`config.mk`:
```
export PLATFORM = sky130hd
export DESIGN_NAME = phase_sequencer
export DESIGN_NICKNAME = d
export VERILOG_FILES = /design/src/rtl/phase_sequencer.sv
export SDC_FILE = /design/constraint.sdc
export NUM_CORES = 1
export LEC_CHECK = 0
export ABC_CLOCK_PERIOD_IN_PS = 2200
export CORE_MARGIN = 4
export CORE_UTILIZATION = 50
export CTS_CLUSTER_SIZE = 8
export DETAILED_ROUTE_END_ITERATION = 10
export PLACE_DENSITY = 0.79
export SYNTH_ARGS = -nofsm -noshare
export SYNTH_HDL_FRONTEND = slang
export SYNTH_SLANG_ARGS = --single-unit
```
`constraint.sdc`:
```
create_clock -name clock -period 2.2 [get_ports clock]
set_input_delay 0.44 -clock clock [delete_from_list [all_inputs] [get_ports clock]]
set_output_delay 0.44 -clock clock [all_outputs]
set_load 0.02 [all_outputs]
```
`src/rtl/phase_sequencer.sv`:
```
// -----------------------------------------------------------------------------
// phase_sequencer
//   Generates the instruction phase counter and a registered one-hot phase
//   enable vector. Owns run/stop control from the exec button, single-step
//   from the step button, and halt at the instruction boundary.
//
// Ports:
//   clock        in   system clock, rising edge
//   reset        in   asynchronous active-low reset
//   exec_n       in   exec push button, active-low, asynchronous
//   step_n       in   single-step push button, active-low, asynchronous
//   halt         in   halt request from datapath decode
//   phase        out  current phase index 0..NUM_PHASES-1
//   phase_en     out  one-hot phase enable, all-zero when not executing
//   running      out  high while an instruction executes (RUN or STEP)
//   halted       out  high in the HALTED state
//   instr_count  out  completed-instruction counter, wraps
//
// Build option:
//   PHASE_SEQ_SINGLE_STEP_EN  when defined, builds the step button path and
//                             the STEP state; otherwise step_n is ignored.
// -----------------------------------------------------------------------------

// Button conditioner: 2-FF synchronizer, debouncer, falling-edge pulse.
module phase_sequencer_btn #(
    parameter int unsigned DEBOUNCE_CYCLES = 4
) (
    input  logic clock_i,
    input  logic rst_ni,
    input  logic btn_ni,
    output logic press_o
);

    localparam int unsigned CW = (DEBOUNCE_CYCLES > 1) ? $clog2(DEBOUNCE_CYCLES) : 1;
    localparam logic [CW-1:0] CNT_LAST = CW'(DEBOUNCE_CYCLES - 1);

    logic          sync1_q, sync2_q;
    logic          level_q, level_d;
    logic [CW-1:0] cnt_q, cnt_d;

    // cnt_q counts consecutive synchronized samples that disagree with the
    // accepted level; the level flips on the DEBOUNCE_CYCLES-th such sample.
    always_comb begin
        level_d = level_q;
        cnt_d   = '0;
        if (sync2_q != level_q) begin
            if (cnt_q == CNT_LAST) begin
                level_d = sync2_q;
            end else begin
                cnt_d = cnt_q + 1'b1;
            end
        end
    end

    // Pulse is taken from the level about to fall, so the FSM acts on the
    // same edge that the debounced level changes.
    assign press_o = level_q & ~level_d;

    always_ff @(posedge clock_i or negedge rst_ni) begin
        if (!rst_ni) begin
            sync1_q <= 1'b1;
            sync2_q <= 1'b1;
            level_q <= 1'b1;
            cnt_q   <= '0;
        end else begin
            sync1_q <= btn_ni;
            sync2_q <= sync1_q;
            level_q <= level_d;
            cnt_q   <= cnt_d;
        end
    end

endmodule

module phase_sequencer #(
    parameter int unsigned NUM_PHASES      = 5,
    parameter int unsigned DEBOUNCE_CYCLES = 4,
    parameter int unsigned ICOUNT_W        = 16
) (
    input  logic                  clock,
    input  logic                  reset,
    input  logic                  exec_n,
    input  logic                  step_n,
    input  logic                  halt,
    output logic [2:0]            phase,
    output logic [NUM_PHASES-1:0] phase_en,
    output logic                  running,
    output logic                  halted,
    output logic [ICOUNT_W-1:0]   instr_count
);

    localparam logic [2:0]            LAST_PHASE = 3'(NUM_PHASES - 1);
    localparam logic [NUM_PHASES-1:0] FIRST_EN   = NUM_PHASES'(1);

    typedef enum logic [1:0] {
        S_IDLE   = 2'd0,
        S_RUN    = 2'd1,
`ifdef PHASE_SEQ_SINGLE_STEP_EN
        S_STEP   = 2'd2,
`endif
        S_HALTED = 2'd3
    } state_e;

    state_e                state_q;
    logic [2:0]            phase_q;
    logic [NUM_PHASES-1:0] phase_en_q;
    logic                  running_q;
    logic                  halted_q;
    logic [ICOUNT_W-1:0]   count_q;
    logic                  halt_req_q;
    logic                  stop_req_q;

    logic exec_p;
    logic in_run, in_step, at_boundary, halt_now, stop_now;

    phase_sequencer_btn #(
        .DEBOUNCE_CYCLES(DEBOUNCE_CYCLES)
    ) u_exec_btn (
        .clock_i(clock),
        .rst_ni (reset),
        .btn_ni (exec_n),
        .press_o(exec_p)
    );

`ifdef PHASE_SEQ_SINGLE_STEP_EN
    logic step_p;

    phase_sequencer_btn #(
        .DEBOUNCE_CYCLES(DEBOUNCE_CYCLES)
    ) u_step_btn (
        .clock_i(clock),
        .rst_ni (reset),
        .btn_ni (step_n),
        .press_o(step_p)
    );
`else
    logic unused_step_n;
    assign unused_step_n = step_n;
`endif

    // Requests include the current cycle's inputs so a halt or exec press on
    // the boundary cycle itself is honoured at that boundary.
    always_comb begin
        in_run      = (state_q == S_RUN);
`ifdef PHASE_SEQ_SINGLE_STEP_EN
        in_step     = (state_q == S_STEP);
`else
        in_step     = 1'b0;
`endif
        at_boundary = (phase_q == LAST_PHASE);
        halt_now    = halt_req_q | halt;
        stop_now    = stop_req_q | (exec_p & in_run);
    end

    always_ff @(posedge clock or negedge reset) begin
        if (!reset) begin
            state_q    <= S_IDLE;
            phase_q    <= '0;
            phase_en_q <= '0;
            running_q  <= 1'b0;
            halted_q   <= 1'b0;
            count_q    <= '0;
            halt_req_q <= 1'b0;
            stop_req_q <= 1'b0;
        end else begin
            case (state_q)
                S_IDLE, S_HALTED: begin
                    // exec wins over step when both arrive together.
                    if (exec_p) begin
                        state_q    <= S_RUN;
                        phase_q    <= '0;
                        phase_en_q <= FIRST_EN;
                        running_q  <= 1'b1;
                        halted_q   <= 1'b0;
                    end
`ifdef PHASE_SEQ_SINGLE_STEP_EN
                    else if (step_p) begin
                        state_q    <= S_STEP;
                        phase_q    <= '0;
                        phase_en_q <= FIRST_EN;
                        running_q  <= 1'b1;
                        halted_q   <= 1'b0;
                    end
`endif
                end
                default: begin
                    if (at_boundary) begin
                        count_q    <= count_q + ICOUNT_W'(1);
                        phase_q    <= '0;
                        halt_req_q <= 1'b0;
                        stop_req_q <= 1'b0;
                        if (halt_now) begin
                            state_q    <= S_HALTED;
                            phase_en_q <= '0;
                            running_q  <= 1'b0;
                            halted_q   <= 1'b1;
                        end else if (in_step || stop_now) begin
                            state_q    <= S_IDLE;
                            phase_en_q <= '0;
                            running_q  <= 1'b0;
                        end else begin
                            phase_en_q <= FIRST_EN;
                        end
                    end else begin
                        phase_q    <= phase_q + 3'd1;
                        phase_en_q <= phase_en_q << 1;
                        halt_req_q <= halt_now;
                        stop_req_q <= stop_now;
                    end
                end
            endcase
        end
    end

    assign phase       = phase_q;
    assign phase_en    = phase_en_q;
    assign running     = running_q;
    assign halted      = halted_q;
    assign instr_count = count_q;

endmodule

```
# Word level (Yosys, flattened, before mapping)
# Index checks and enable logic that the tools add are counted.
# Widths: inputs -> output; s select.
# word_totals
latch_bits,0
elab_cells,63
memories,0
output_inout_bits,26
inputBits,5
romBits,0
ff_bits,35
mem_bits_rw,0
# classes
n_shift,0
muxes,28
div,0
reduce_logical,8
n_mul,0
add_sub_neg,3
n_eq_ne,6
bitwise,6
magnitude_cmp,0
# op_table
operator,count
$add 16x1->16 const B,1
$mux 1,15
$mux 5,3
$mux 2,7
$mux 3,3
$reduce_and 3->1,2
$eq 2x2->1 const B,2
$reduce_bool 2->1,2
$add 3x1->3 const B,1
$eq 3x3->1 const B,1
$reduce_bool 3->1,1
$add 2x1->2 const B,1
$and 1x1->1,2
$eq 2x1->1 const B,1
$logic_not 2->1,1
$ne 2x2->1 const B,1
$not 1->1,2
$or 1x1->1,2
$reduce_and 2->1,1
$reduce_or 2->1,1
$ne 1x1->1,1

# Logic depth before layout (Yosys ltp)
# Gate-level depths: netlist (run 1).
# logic_depth
depth_word,11
ltp_mapped,6
ltp_nobuf,6

# Modules after synthesis
# Synthesis (run 1) repeated with hierarchy kept, for this count alone.
# unflattened
hier_cells,135
hier_area_um2,1544.0
# modules_own_cells
mod,cells_per_inst,area_each_um2,instances,seq_area_each_um2
phase_sequencer,124,1356.3,1,750.7
phase_sequencer_btn,11,187.7,1,128.9

# Least setup slack after synthesis (run 1)
# Ideal clock, no wire load.
# synth_path
path_type,reg2reg
from,reg state_q[0]
to,"reg count_q[12], in the netlist instr_count[12]"
path_buffers,0
synth_period_minus_slack_ns,1.670
setup_slack_ns,0.530
required_time_ns,2.071
setup_time_ns,0.129
stages_incl_launch_ff,6
t_arrival_ns,1.541
cell_sequence,dfrtp_1 -> ha_1 -> nand4b_1 -> nor3_2 -> nand4_1 -> xnor2_1
# synth_via
elab_chain_cells,4
elab_cells_between_ends,5
classes_between,1 x eq/ne; 1 x bitwise; 3 x reduce/logical
# synth_rtl
item,line,rtl
from (decl),104,state_e state_q;
from (signal assigned),157,state_q <= S_IDLE;
from (signal assigned),170,state_q <= S_RUN;
from (signal assigned),193,state_q <= S_HALTED;
$eq 2x2->1 or $logic_not 2->1 (tied branches),166,case (state_q)
$reduce_or 2->1 (*),166,
$not 1->1 (no line) (*),--,
$reduce_and 2->1 (no line) (*),--,
to (signal assigned),188,count_q <= count_q + ICOUNT_W'(1);
to (decl),109,logic [ICOUNT_W-1:0] count_q;
# Mark *: on every way between the ends. The rest lies on a longest branch, timed or not.
# A chain may end at the register's enable or synchronous reset.

# Final worst setup path (run 1)
# layout_path
from,"reg phase_q[2], in the netlist phase[2]"
to,out phase[2]
# layout_lines
item,line,rtl
from (decl),105,logic [2:0] phase_q;
from (signal assigned),205,phase_q <= phase_q + 3'd1;
to (decl),85,"output logic [2:0] phase,"
# No word-level cell between the ends.

==> results by stage, run 1 <==
Outcome:
- The run finished with clean final reports.

Logic synthesis:
- During synthesis, Yosys emitted a total of 0 warnings.
- The main flop type after synthesis is sky130_fd_sc_hd__dfrtp_1.
- The count of mapped cells out of synthesis is 124.
- Synthesis instantiated 32 different standard cells from the library.
- The area of the mapped netlist is 1510 um2.
- In the post-synthesis netlist, the biggest area contributors are sky130_fd_sc_hd__dfrtp_1 53%, sky130_fd_sc_hd__xnor2_1 6.4%, sky130_fd_sc_hd__dfstp_2 5.2%, sky130_fd_sc_hd__ha_1 4.2%, sky130_fd_sc_hd__a22o_1 2.9%.
- The synthesized design contains 0 enable-type register cells.
- In this run, synthesis produced a sequential element count of 35.
- The post-synthesis cell type with the largest combined area is sky130_fd_sc_hd__dfrtp_1.
- In the synthesized netlist the async set-or-reset flop fraction comes to 100%.
- The share of the synthesized area in the top cell type is 53.2%.
- The synthesized netlist net count is 134.
- In this run the mean area of a mapped cell was 12.1 um2.
- Of the synthesized area, sequential elements account for 58.4%.

Clock network:
- The cell at the root of the clock tree is sky130_fd_sc_hd__clkbuf_4.
- After clock tree synthesis, the clock-pin slew on the worst setup and hold paths is 0.10 ns.
- The deepest clock path buffer count is 2.
- Counting the buffers created by CTS gives 5.
- Buffers inserted to repair hold after CTS numbered 0.
- The CTS tree is done.
- The total number of clock tree sinks is 35.
- The post-CTS setup buffer count is 0.
- Post-CTS repair changed the size of 0 cells.
- The number of levels in the clock H-tree is 2.
- The clock insertion delay at the later pin of the skew report is 0.33 ns.

Worst setup path:
- The arrival time of data at the critical path endpoint is 1.48 ns.
- The worst reg2reg path depth is 4.
- Traced cell by cell, the critical path runs through clkdlybuf4s50_1.
- The cell type of the slowest stage on the worst timing path is sky130_fd_sc_hd__clkdlybuf4s50_1.
- The critical path endpoint category is an output pin.
- The register-to-register path setup slack is 0.37 ns.
- On the worst path, the slowest cell contributes a delay of 0.66 ns.
- At the worst endpoint, the required time is 1.76 ns.
- The number of buffers and inverters on the critical path is 1.
- The startpoint identified for the worst register-to-register timing path is state_q[0].
- The worst setup path is launched from a flop.
- The last element of the critical path is phase[2].
- The most critical setup path has its startpoint at phase[2].
- The capturing point of the worst reg2reg path is instr_count[1].
- The cell family contributing the most delay on the critical path is buffers and inverters.
- The kind of critical path is reg2out.
- The biggest fanout along the worst timing path is 6.
- In this run the number of cells on the critical path is 1.

Placement:
- The worst slack after detailed placement is 0.392 ns.
- The placed instances occupy a cell area of 1850 um2.
- The detailed placer's ending HPWL is 2.09 mm.
- The number of buffers inserted by port buffering is 29.
- The number of placed instances, taps included, is 185.
- At the end of routability-driven placement, the weighted congestion stood at 0.805.

Timing:
- On the final layout, the worst clock skew is 0.00932 ns.
- Derived from the worst setup path, the maximum achievable clock frequency is 0.520 GHz.
- The worst path meets setup with 0.278 ns of slack.
- The max-slew violation count is 0.
- Setup repair after global routing left no endpoint under its margin.
- After layout, the minimum clock period comes to 1.92 ns.
- The worst hold margin is 0.362 ns.
- The number of failing setup endpoints in the final timing report is 0.
- The total negative slack is 0 ns.
- The pin slew with the least headroom to its limit is 0.612 ns.
- The count of endpoints failing hold in the final timing report was 0.
- In the finished design, the share of the clock period the worst path needs comes to 87.4%.
- The remaining max-slew budget at the tightest pin is 58.8%.

Global route:
- The overall fraction of global-route tracks in use is 16.2%.
- The total overflow reported by the global router is 0.
- The initial antenna violation count is 0.
- The number of global-route vias before repair is 1144.
- The first global-routing pass estimated 5.04 mm of wire.
- Entering global routing, the biggest net connects 36 pins.

Routing:
- The routed design has 2.80 mm of wire.
- The routed via count divided by cell count is 5.47.
- The number of vias after detailed routing is 1055.
- The count of routing violations after the opening detailed-route iteration is 54.
- Dividing the detail-routed wire length by the instance count gives 14.5 um.
- The residual DRC count is 0.
- The detail route stage leaves a number of antenna-violating nets equal to 0.
- The first-pass iteration count of the detailed router is 4.

Finish:
- Summing all non-filler instances in the final layout gives an area of 1900 um2.
- The repair_antennas step left the layout with diodes totalling 0.
- The synthesis-to-finish area growth is 25.8%.
- The net count of the finished layout is 171.
- Measured on the finished design, the core utilization comes to 67.0%.
- For this run, the number of standard cells in the final layout without fillers is 193.
- The fraction of layout cells with a size suffix above 1 is 11.1%.

Floorplan:
- The die is 62.9 um wide.
- The starting utilization of the core area is 53.3%.
- The number of core rows is 19.
- The floorplan step set the die height to 62.9 um.
- Pin placement for this block handled 31 I/O pins.
- The region available for standard cell placement spans 2830 um2.
- The floorplan step defined a die boundary enclosing 3960 um2.

Run:
- The number of max-cap violations is 0.

Power and ir drop:
- Dividing total power by cell area gives a power density of 1170 nW/um2.
- The leakage power of the design is 0.852 nW.
- VDD sags by at most 0.820 mV.
- The total chip power is 2.21 mW.

Hold path:
- The worst hold path belongs to the class reg2reg.
- The startpoint identified for the worst hold timing path is u_exec_btn.sync1_q.
cells in the mapped netlist, types with 2 or more instances:
cell type                 instances
sky130_fd_sc_hd__nand2_1          8
sky130_fd_sc_hd__ha_1             5
sky130_fd_sc_hd__a22o_1           5
sky130_fd_sc_hd__mux2_2           3
sky130_fd_sc_hd__a21oi_1          3
sky130_fd_sc_hd__nand3_1          6
sky130_fd_sc_hd__o21ai_0          3
sky130_fd_sc_hd__nor4_1           2
sky130_fd_sc_hd__dfstp_2          3
sky130_fd_sc_hd__and3_1           2
sky130_fd_sc_hd__nand4_1          4
sky130_fd_sc_hd__nor3_1           4
sky130_fd_sc_hd__nor2_1           9
sky130_fd_sc_hd__dfrtp_1         32
sky130_fd_sc_hd__xor2_1           5
sky130_fd_sc_hd__xnor2_1         11
sky130_fd_sc_hd__inv_1            4
registers in the layout (all words and copies together) (netlist names):
| register | cells |
|---|---|
| u_exec_btn.level_q | 1 |
| u_exec_btn.sync1_q | 1 |
| u_exec_btn.sync2_q | 1 |
| halt_req_q | 1 |
| stop_req_q | 1 |
| instr_count | 16 |
| phase | 3 |
| state_q | 2 |
| halted | 1 |
| running | 1 |
| u_exec_btn.cnt_q | 2 |
| phase_en | 5 |
layout by cell type, fill, tap and decap left out, types with 2 or more instances in the layout:
cell / Yosys / routed
sky130_fd_sc_hd__dfrtp_1: 32 / 32
sky130_fd_sc_hd__clkdlybuf4s50_1: 0 / 29
sky130_fd_sc_hd__xnor2_1: 11 / 11
sky130_fd_sc_hd__nor2_1: 9 / 9
sky130_fd_sc_hd__nand2_1: 8 / 8
sky130_fd_sc_hd__nand3_1: 6 / 6
sky130_fd_sc_hd__xor2_1: 5 / 5
sky130_fd_sc_hd__a22o_1: 5 / 5
sky130_fd_sc_hd__ha_1: 5 / 5
sky130_fd_sc_hd__clkbuf_4: 0 / 5
sky130_fd_sc_hd__nor3_1: 4 / 4
sky130_fd_sc_hd__inv_1: 4 / 4
sky130_fd_sc_hd__nand4_1: 4 / 4
sky130_fd_sc_hd__mux2_2: 3 / 3
sky130_fd_sc_hd__a21oi_1: 3 / 3
sky130_fd_sc_hd__o21ai_0: 3 / 3
sky130_fd_sc_hd__dfstp_2: 3 / 3
sky130_fd_sc_hd__and3_1: 2 / 2
sky130_fd_sc_hd__nor4_1: 2 / 2
sky130_fd_sc_hd__clkbuf_1: 0 / 2
sky130_fd_sc_hd__buf_4: 0 / 2
area by class of cell:
type | count | area [um2]
flip-flops and latches | 35 | 880
clock inverters | 1 | 5.00
inverters | 4 | 15.0
well taps | 31 | 38.8
multi-input cells | 84 | 607
clock buffers | 7 | 45.0
repair buffers | 31 | 305
fillers | 215 | 933
layer usage:
metal | track usage, % | wire [um]
met1 | 18.2 | 1190
met2 | 27.4 | 1480
met3 | 5.76 | 106
met4 | 6.89 | 31
met5 | 0 | 0
logic make-up (layout without fill, tap and decap cells):
group / count (synthesis) / in the layout / synth area share, %
AND/OR/NAND/NOR: 43 / 43 / 16.5
adder cells (fa/ha/maj): 5 / 5 / 4.15
multiplexers: 3 / 3 / 2.24
AO/OA/AOI/OAI: 17 / 17 / 8.06
flip-flops: 35 / 35 / 58.4
XOR/XNOR: 16 / 16 / 9.30
buffers and inverters: 5 / 43 / 1.33
how the worst min path moves through the flow:
stage	endpoint	slack, ns	depth (start not counted)
after floorplan	halt_req_q	0.14	0
after global routing	u_exec_btn.sync2_q	0.37	0
after CTS	u_exec_btn.sync2_q	0.36	0
after detailed placement	u_exec_btn.sync2_q	0.35	0
after global placement	u_exec_btn.sync2_q	0.35	0
final	u_exec_btn.sync2_q	0.36	0
power breakdown:
part           leakage (nW)  total [mW]  switching, mW  internal [mW]
combinational         0.378       0.949          0.506          0.443
sequential            0.445       0.947          0.138          0.809
clock                0.0293       0.317          0.192          0.124
Power figures use the tool's default switching activity.
==> inputs of run 2 (changes only) <==
- HOLD_SLACK_MARGIN: unset -> 0.12
- PLACE_DENSITY: 0.79 -> 0.83
==> run 2 against run 1 <==
Critical path depth stayed put. Maximum frequency rose by 0.23%. Non-clock buffer count stayed put. Die area stayed put. Setup slack improved by 0.0043 ns. Clock skew about the same. Power rose by 3.9%. Clock power up 24%. Global-route usage increased by 0.85 points. Wire length increased by 8.6%. Clock-buffer cell count up 1.
==> results by stage, run 2 (synthesis results as in run 1) <==
Global route:
- The maximum number of pins on one net before global-route repair is 36 (unchanged).
- The number of global-route vias before repair is 1091 (-4.6%).
- The initial antenna violation count is 0 (unchanged).
- The wire length of the first global-routing pass is 5.19 mm (+2.9%).
- The total overflow reported by the global router is 0 (unchanged).
- The overall fraction of global-route tracks in use came to 17.0% (+0.85 points).

Routing:
- The first-pass iteration count of the detailed router is 4 (unchanged).
- The average wire per standard cell is 15.8 um (+8.6%).
- The routed via count divided by cell count is 5.78 (+5.8%).
- The routed wire length is 3.04 mm (+8.6%).
- The number of vias after detailed routing came to 1116 (+5.8%).
- The residual DRC count is 0 (unchanged).
- The remaining number of nets flagged by the antenna check after routing is 0 (unchanged).
- The count of routing violations after the opening detailed-route iteration came to 67 (+24%).

Timing:
- The total negative slack is 0 ns (unchanged).
- The remaining max-slew budget at the tightest pin is 52.4% (-6.3 points).
- The maximum frequency from static timing analysis is 0.521 GHz (+0.23%).
- The worst setup skew after layout was 0.00891 ns (-0.000415 ns).
- The max-slew violation count is 0 (unchanged).
- The count of endpoints failing hold in the final timing report came to 0 (unchanged).
- The setup slack of the critical path after layout came to 0.282 ns (+0.00432 ns).
- The pin slew with the least headroom to its limit is 0.706 ns (+0.0939 ns).
- The worst hold margin is 0.363 ns (+0.00103 ns).
- The part of the cycle the worst path needs is 87.2% (-0.20 points).
- Setup repair after global routing left no endpoint under its margin.
- The post-route minimum period is 1.92 ns (-0.00432 ns).
- The number of failing setup endpoints in the final timing report is 0 (unchanged).

Clock network:
- The CTS tree is done.
- The clock slew at the register clock pins of the worst setup and hold paths is 0.11 ns (about the same).
- The post-CTS setup buffer count was 0 (unchanged).
- The post-CTS resize count is 0 (unchanged).
- The total number of clock tree sinks is 35 (unchanged).
- The number of levels in the clock H-tree is 2 (unchanged).
- The number of buffers inserted during clock tree synthesis is 5 (unchanged).
- The number of buffers added to fix hold violations after cts was 0 (unchanged).
- The tree is rooted in a sky130_fd_sc_hd__clkbuf_4.
- The clock insertion delay at the later pin of the skew report was 0.33 ns (about the same).
- The deepest clock path buffer count was 2 (unchanged).

Floorplan:
- The number of core rows is 19 (unchanged).
- The die outline height is 62.9 um (unchanged).
- The full die area is 3960 um2 (unchanged).
- The die extent in x is 62.9 um (unchanged).
- The starting utilization of the core area was 53.3% (unchanged).
- The top-level I/O count is 31 (unchanged).
- The area of the core region is 2830 um2 (unchanged).

Finish:
- The final design utilization is 67.7% (+0.66 points).
- The fill cell instance count of the final layout is 210 (-2.3%).
- The final instance area is 1910 um2 (+0.99%).
- The top cell types in the final layout, fill and taps aside, are 32 x sky130_fd_sc_hd__dfrtp_1, 29 x sky130_fd_sc_hd__clkdlybuf4s50_1, 11 x sky130_fd_sc_hd__xnor2_1, 9 x sky130_fd_sc_hd__nor2_1, 8 x sky130_fd_sc_hd__nand2_1.
- The library cell used most frequently in the layout, excluding fill and tap cells, is sky130_fd_sc_hd__dfrtp_1.
- The net count of the finished layout is 171 (unchanged).
- The fraction of layout cells with a size suffix above 1 is 11.7% (+0.62 points).
- The synthesis-to-finish area growth is 27.1%.
- The final standard cell count with taps included and fillers excluded is 193 (unchanged).
- The flip-flop count of the largest register, all copies and words added is 16 (unchanged).
- The area of combinational cells with multiple inputs came to 607 um2 (unchanged).
- The number of diodes is 0 (unchanged).
- The sequential standard cell area is 880 um2 (unchanged).

Worst setup path:
- The category of the worst setup path launch point is a flop.
- The biggest fanout along the worst timing path is 6 (unchanged).
- The startpoint identified for the worst register-to-register timing path is state_q[0].
- The launch point of the critical path is phase[2].
- The arrival time of data at the critical path endpoint was 1.48 ns (about the same).
- The register-to-register path setup slack is 0.36 ns (about the same).
- The setup path with the least slack is of type reg2out.
- The stage delay of the slowest cell on the critical path is 0.65 ns (about the same).
- The sum of buffers and inverters on the critical path came to 1 (unchanged).
- The cell type of the slowest stage on the worst timing path is sky130_fd_sc_hd__clkdlybuf4s50_1.
- Walking the worst path, the cells encountered are clkdlybuf4s50_1.
- The worst setup path is captured at an output pin.
- The cell family contributing the most delay on the critical path is buffers and inverters.
- The worst reg2reg path depth was 5 (+1).
- In this run the critical register-to-register path is captured at instr_count[12].
- The critical path data required time is 1.76 ns (about the same).
- Following the worst setup path forward leads to its endpoint at phase[2].
- The path length in cells of the critical path is 1 (unchanged).

Power and ir drop:
- The total power density per cell area came to 1200 nW/um2 (+2.9%).
- The sequential share of power is 41.3% (-1.5 points).
- The combinational share of power came to 41.7% (-1.2 points).
- The switching power total came to 0.865 mW (+3.5%).
- The worst supply voltage drop on vdd is 0.768 mV (-6.4%).
- The internal power is 1.44 mW (+4.2%).
- The total chip power is 2.30 mW (+3.9%).
- The switching share of power was 37.6% (-0.18 points).
- The leakage power of the design is 0.861 nW (+1.1%).
- The part of the power in the clock network is 17.1% (+2.8 points).

Placement:
- The number of buffers inserted by port buffering is 29 (unchanged).
- The detailed placer's ending HPWL is 2.19 mm (+4.5%).
- The area of placed instances is 1850 um2 (unchanged).
- The number of placed instances, taps included is 185 (unchanged).
- The final RePlAce weighted congestion was 0.776 (-3.6%).
- The worst slack after detailed placement came to 0.390 ns (-0.00272 ns).

Hold path:
- The class of the worst hold path is reg2reg.

Outcome:
- The flow ran to the end, and the final reports show no timing, DRC or antenna violations.

Run:
- The number of max-cap violations is 0 (unchanged).
==> run 2: layout make-up <==
cell class / count / area share (%)
Clock buffer: 8 / 3.59
Inverter: 4 / 0.784
Multi-Input combinational cell: 84 / 31.7
Sequential cell: 35 / 45.9
Tap cell: 31 / 2.03
Timing Repair Buffer: 31 / 15.9
==> run 2: worst min-delay path by stage <==
stage,from,to,slack [ns],cells past startpoint
CTS,u_exec_btn.sync1_q,u_exec_btn.sync2_q,0.35,0
finish,u_exec_btn.sync1_q,u_exec_btn.sync2_q,0.36,0
detailed placement,u_exec_btn.sync1_q,u_exec_btn.sync2_q,0.35,0
floorplan,reset,halt_req_q,0.14,0
global route,u_exec_btn.sync1_q,u_exec_btn.sync2_q,0.36,0
global placement,u_exec_btn.sync1_q,u_exec_btn.sync2_q,0.35,0
==> run 2: power by group through the flow <==
| stage | Combinational, mW | Sequential, mW | Clock [mW] |
|---|---|---|---|
| final | 0.958 | 0.949 | 0.393 |
| after global routing | 1.05 | 0.970 | 0.439 |
| after CTS | 0.965 | 0.944 | 0.404 |
| after detailed placement | 0.959 | 0.957 | 0 |
| after global placement | 0.921 | 0.947 | 0 |
| after floorplan | 0.477 | 1.06 | 0 |
==> run 2: routing by layer <==
layer  GRT usage (%)  share of wire [%]
met5               0                  0
met4            5.23                1.1
met2            28.6                 52
met3            6.65                4.4
met1            19.9                 43
==> inputs of run 3 (changes only) <==
- CELL_PAD_IN_SITES_DETAIL_PLACEMENT: unset -> 0
- CELL_PAD_IN_SITES_GLOBAL_PLACEMENT: unset -> 1
- CORE_UTILIZATION: 50 -> 39
- PLACE_DENSITY: 0.83 -> 0.82
==> run 3 against run 2 <==
Via count is 5.1% lower. Critical path depth is the same. Die area rose by 24%. Cell count is 8.3% higher. Clock power rose by 17%. Worst hold slack got worse by 0.0061 ns.
==> results by stage, run 3 (synthesis results as in run 1) <==
Worst setup path:
- The stage delay of the slowest cell on the critical path is 0.66 ns (about the same).
- The kind of critical path is reg2out.
- The cell type of the slowest stage on the worst timing path is sky130_fd_sc_hd__clkdlybuf4s50_1.
- The signal on the critical path passes through clkdlybuf4s50_1.
- The critical path data required time is 1.76 ns (about the same).
- In this design, the largest share of critical-path delay is due to buffers and inverters.
- The category of the worst setup path launch point is a flop.
- The arrival time of data at the critical path endpoint is 1.42 ns (-0.06 ns).
- The critical path endpoint category is an output pin.
- The sum of buffers and inverters on the critical path is 1 (unchanged).
- The biggest fanout along the worst timing path is 6 (unchanged).

Clock network:
- The total number of clock tree sinks is 35 (unchanged).
- The number of buffers inserted during clock tree synthesis is 5 (unchanged).
- The deepest clock path buffer count is 2 (unchanged).
- The tree is rooted in a sky130_fd_sc_hd__clkbuf_8.
- The clock insertion delay at the later pin of the skew report is 0.28 ns (-0.05 ns).
- The post-CTS resize count is 0 (unchanged).
- The post-CTS setup buffer count was 0 (unchanged).
- The number of levels in the clock H-tree is 2 (unchanged).
- The CTS tree is done.
- The number of buffers added to fix hold violations after cts was 0 (unchanged).
- The clock slew at the register clock pins of the worst setup and hold paths is 0.06 ns (-0.05 ns).

Timing:
- The post-route minimum period is 1.86 ns (-0.0562 ns).
- The part of the cycle the worst path needs is 84.6% (-2.6 points).
- The max-slew violation count is 0 (unchanged).
- The count of endpoints failing hold in the final timing report was 0 (unchanged).
- The remaining max-slew budget at the tightest pin is 58.4% (+6.0 points).
- The worst setup skew after layout was 0.00459 ns (-0.00432 ns).
- Setup repair after global routing left no endpoint under its margin.
- The number of failing setup endpoints in the final timing report is 0 (unchanged).
- The setup slack of the critical path after layout came to 0.338 ns (+0.0562 ns).
- The pin slew with the least headroom to its limit is 0.617 ns (-0.0889 ns).
- The maximum frequency from static timing analysis is 0.537 GHz (+3.0%).
- The total negative slack is 0 ns (unchanged).

Run:
- The number of max-cap violations came to 0 (unchanged).

Placement:
- The area of placed instances is 1870 um2 (+1.2%).
- The worst slack after detailed placement was 0.335 ns (-0.0546 ns).
- The final RePlAce weighted congestion is 0.817 (+5.4%).
- The number of buffers inserted by port buffering is 29 (unchanged).
- The detailed placer's ending HPWL is 2.15 mm (-1.9%).
- The number of placed instances, taps included was 202 (+9.2%).

Power and ir drop:
- The total power density per cell area is 1200 nW/um2 (about the same).
- The worst supply voltage drop on vdd is 0.455 mV (-41%).
- The leakage power of the design was 0.870 nW (+0.99%).

Global route:
- The number of global-route vias before repair is 1067 (-2.2%).
- The wire length of the first global-routing pass is 4.99 mm (-3.9%).
- The overall fraction of global-route tracks in use is 12.7% (-4.2 points).
- The maximum number of pins on one net before global-route repair came to 36 (unchanged).
- The total overflow reported by the global router is 0 (unchanged).
- The initial antenna violation count is 0 (unchanged).

Finish:
- The synthesis-to-finish area growth is 29.7%.
- The top cell types in the final layout, fill and taps aside, are 32 x sky130_fd_sc_hd__dfrtp_1, 29 x sky130_fd_sc_hd__clkdlybuf4s50_1, 11 x sky130_fd_sc_hd__xnor2_1, 9 x sky130_fd_sc_hd__nor2_1, 8 x sky130_fd_sc_hd__nand2_1.
- The flip-flop count of the largest register, all copies and words added is 16 (unchanged).
- The final design utilization is 53.0% (-15 points).
- The fraction of layout cells with a size suffix above 1 is 11.8% (+0.073 points).
- The most frequent standard cell in the layout excluding fill and tap cells is sky130_fd_sc_hd__dfrtp_1.
- The final standard cell count with taps included and fillers excluded is 209 (+8.3%).
- The number of diodes is 0 (unchanged).
- The final instance area is 1950 um2 (+2.1%).
- The net count of the finished layout is 171 (unchanged).

Routing:
- The residual DRC count came to 0 (unchanged).
- The remaining number of nets flagged by the antenna check after routing is 0 (unchanged).
- The met3 wire length came to 162 um (+20%).
- The uppermost layer routed is met4.
- The number of vias after detailed routing was 1059 (-5.1%).
- The met1 layer wirelength in the final routing was 1.31 mm (+0.54%).
- The wire length on met2 is 1.35 mm (-14%).
- The first-pass iteration count of the detailed router is 6 (+2).
- The average wire per standard cell was 13.8 um (-13%).
- The count of routing violations after the opening detailed-route iteration is 45 (-33%).
- The routed wire length was 2.88 mm (-5.3%).
- The routed via count divided by cell count is 5.07 (-12%).

Hold path:
- The tightest min-delay check is of the reg2reg type.

Floorplan:
- The die extent in x was 70.2 um (+12%).
- The number of core rows came to 22 (+3).
- The full die area is 4920 um2 (+24%).
- The top-level I/O count came to 31 (unchanged).
- The starting utilization of the core area is 40.8% (-12 points).
- The area of the core region is 3690 um2 (+30%).
- The die outline height came to 70.2 um (+12%).

Outcome:
- The run finished with clean final reports.
-- run 3: cell types whose count changed in the layout (fill, tap and decap cells not counted), sizes merged --
| cell | previous run | this run |
|---|---|---|
| clkbuf | 8 | 6 |
| clkinv | 0 | 1 |
-- run 3: worst reg2reg max path, delay by kind of cell (launching register included) --
family                     cells  cell delay [ns]
adders and majority gates      1             0.39
and+or+nand+nor                3             0.80
DFF                            1             0.41
xor gates and xnor gates       1             0.15
-- run 3: report_power, final --
part           switching, mW  total [mW]  internal (mW)
sequential             0.141       0.951          0.811
combinational          0.497       0.937          0.440
clock                  0.215       0.460          0.245
total                  0.852        2.35           1.50
-- run 3: layer usage --
layer | vias to the layer above | global-route usage [%]
met5 | - | 0
met4 | 0 | 5.11
met3 | 7 | 4.17
met2 | 26 | 20.3
met1 | 511 | 16.0
li1 | 515 | -
-- run 3: final cells by class --
cell class                      count  area (um2)
Timing Repair Buffer               31         305
Clock buffer                        6        82.6
Tap cell                           48        60.1
Multi-Input combinational cell     84         607
Fill cell                         339        1730
Inverter                            4        15.0
Clock inverter                      1        5.00
Sequential cell                    35         880
-- run 3: final timing paths --
kind                                    start            endpoint  slack, ns  depth (start not counted)
setup reg to reg                   state_q[0]     instr_count[12]       0.34                          5
hold reg to reg            u_exec_btn.sync1_q  u_exec_btn.sync2_q       0.36                          0
min in group asynchronous               reset         phase_en[3]       0.56                          2
hold / removal             u_exec_btn.sync1_q  u_exec_btn.sync2_q       0.36                          0
setup / recovery                     phase[2]            phase[2]       0.34                          1
max in group asynchronous               reset  u_exec_btn.level_q       1.29                          2
-- run 3: per-stage QoR --
stage | hold WS [ns] | power, mW
5_1_grt | 0.364 | 2.50
3_3_place_gp | 0.347 | 1.88
3_5_place_dp | 0.348 | 1.91
4_1_cts | 0.357 | 2.38
6_report | 0.357 | 2.35
2_1_floorplan | 0.144 | 1.54
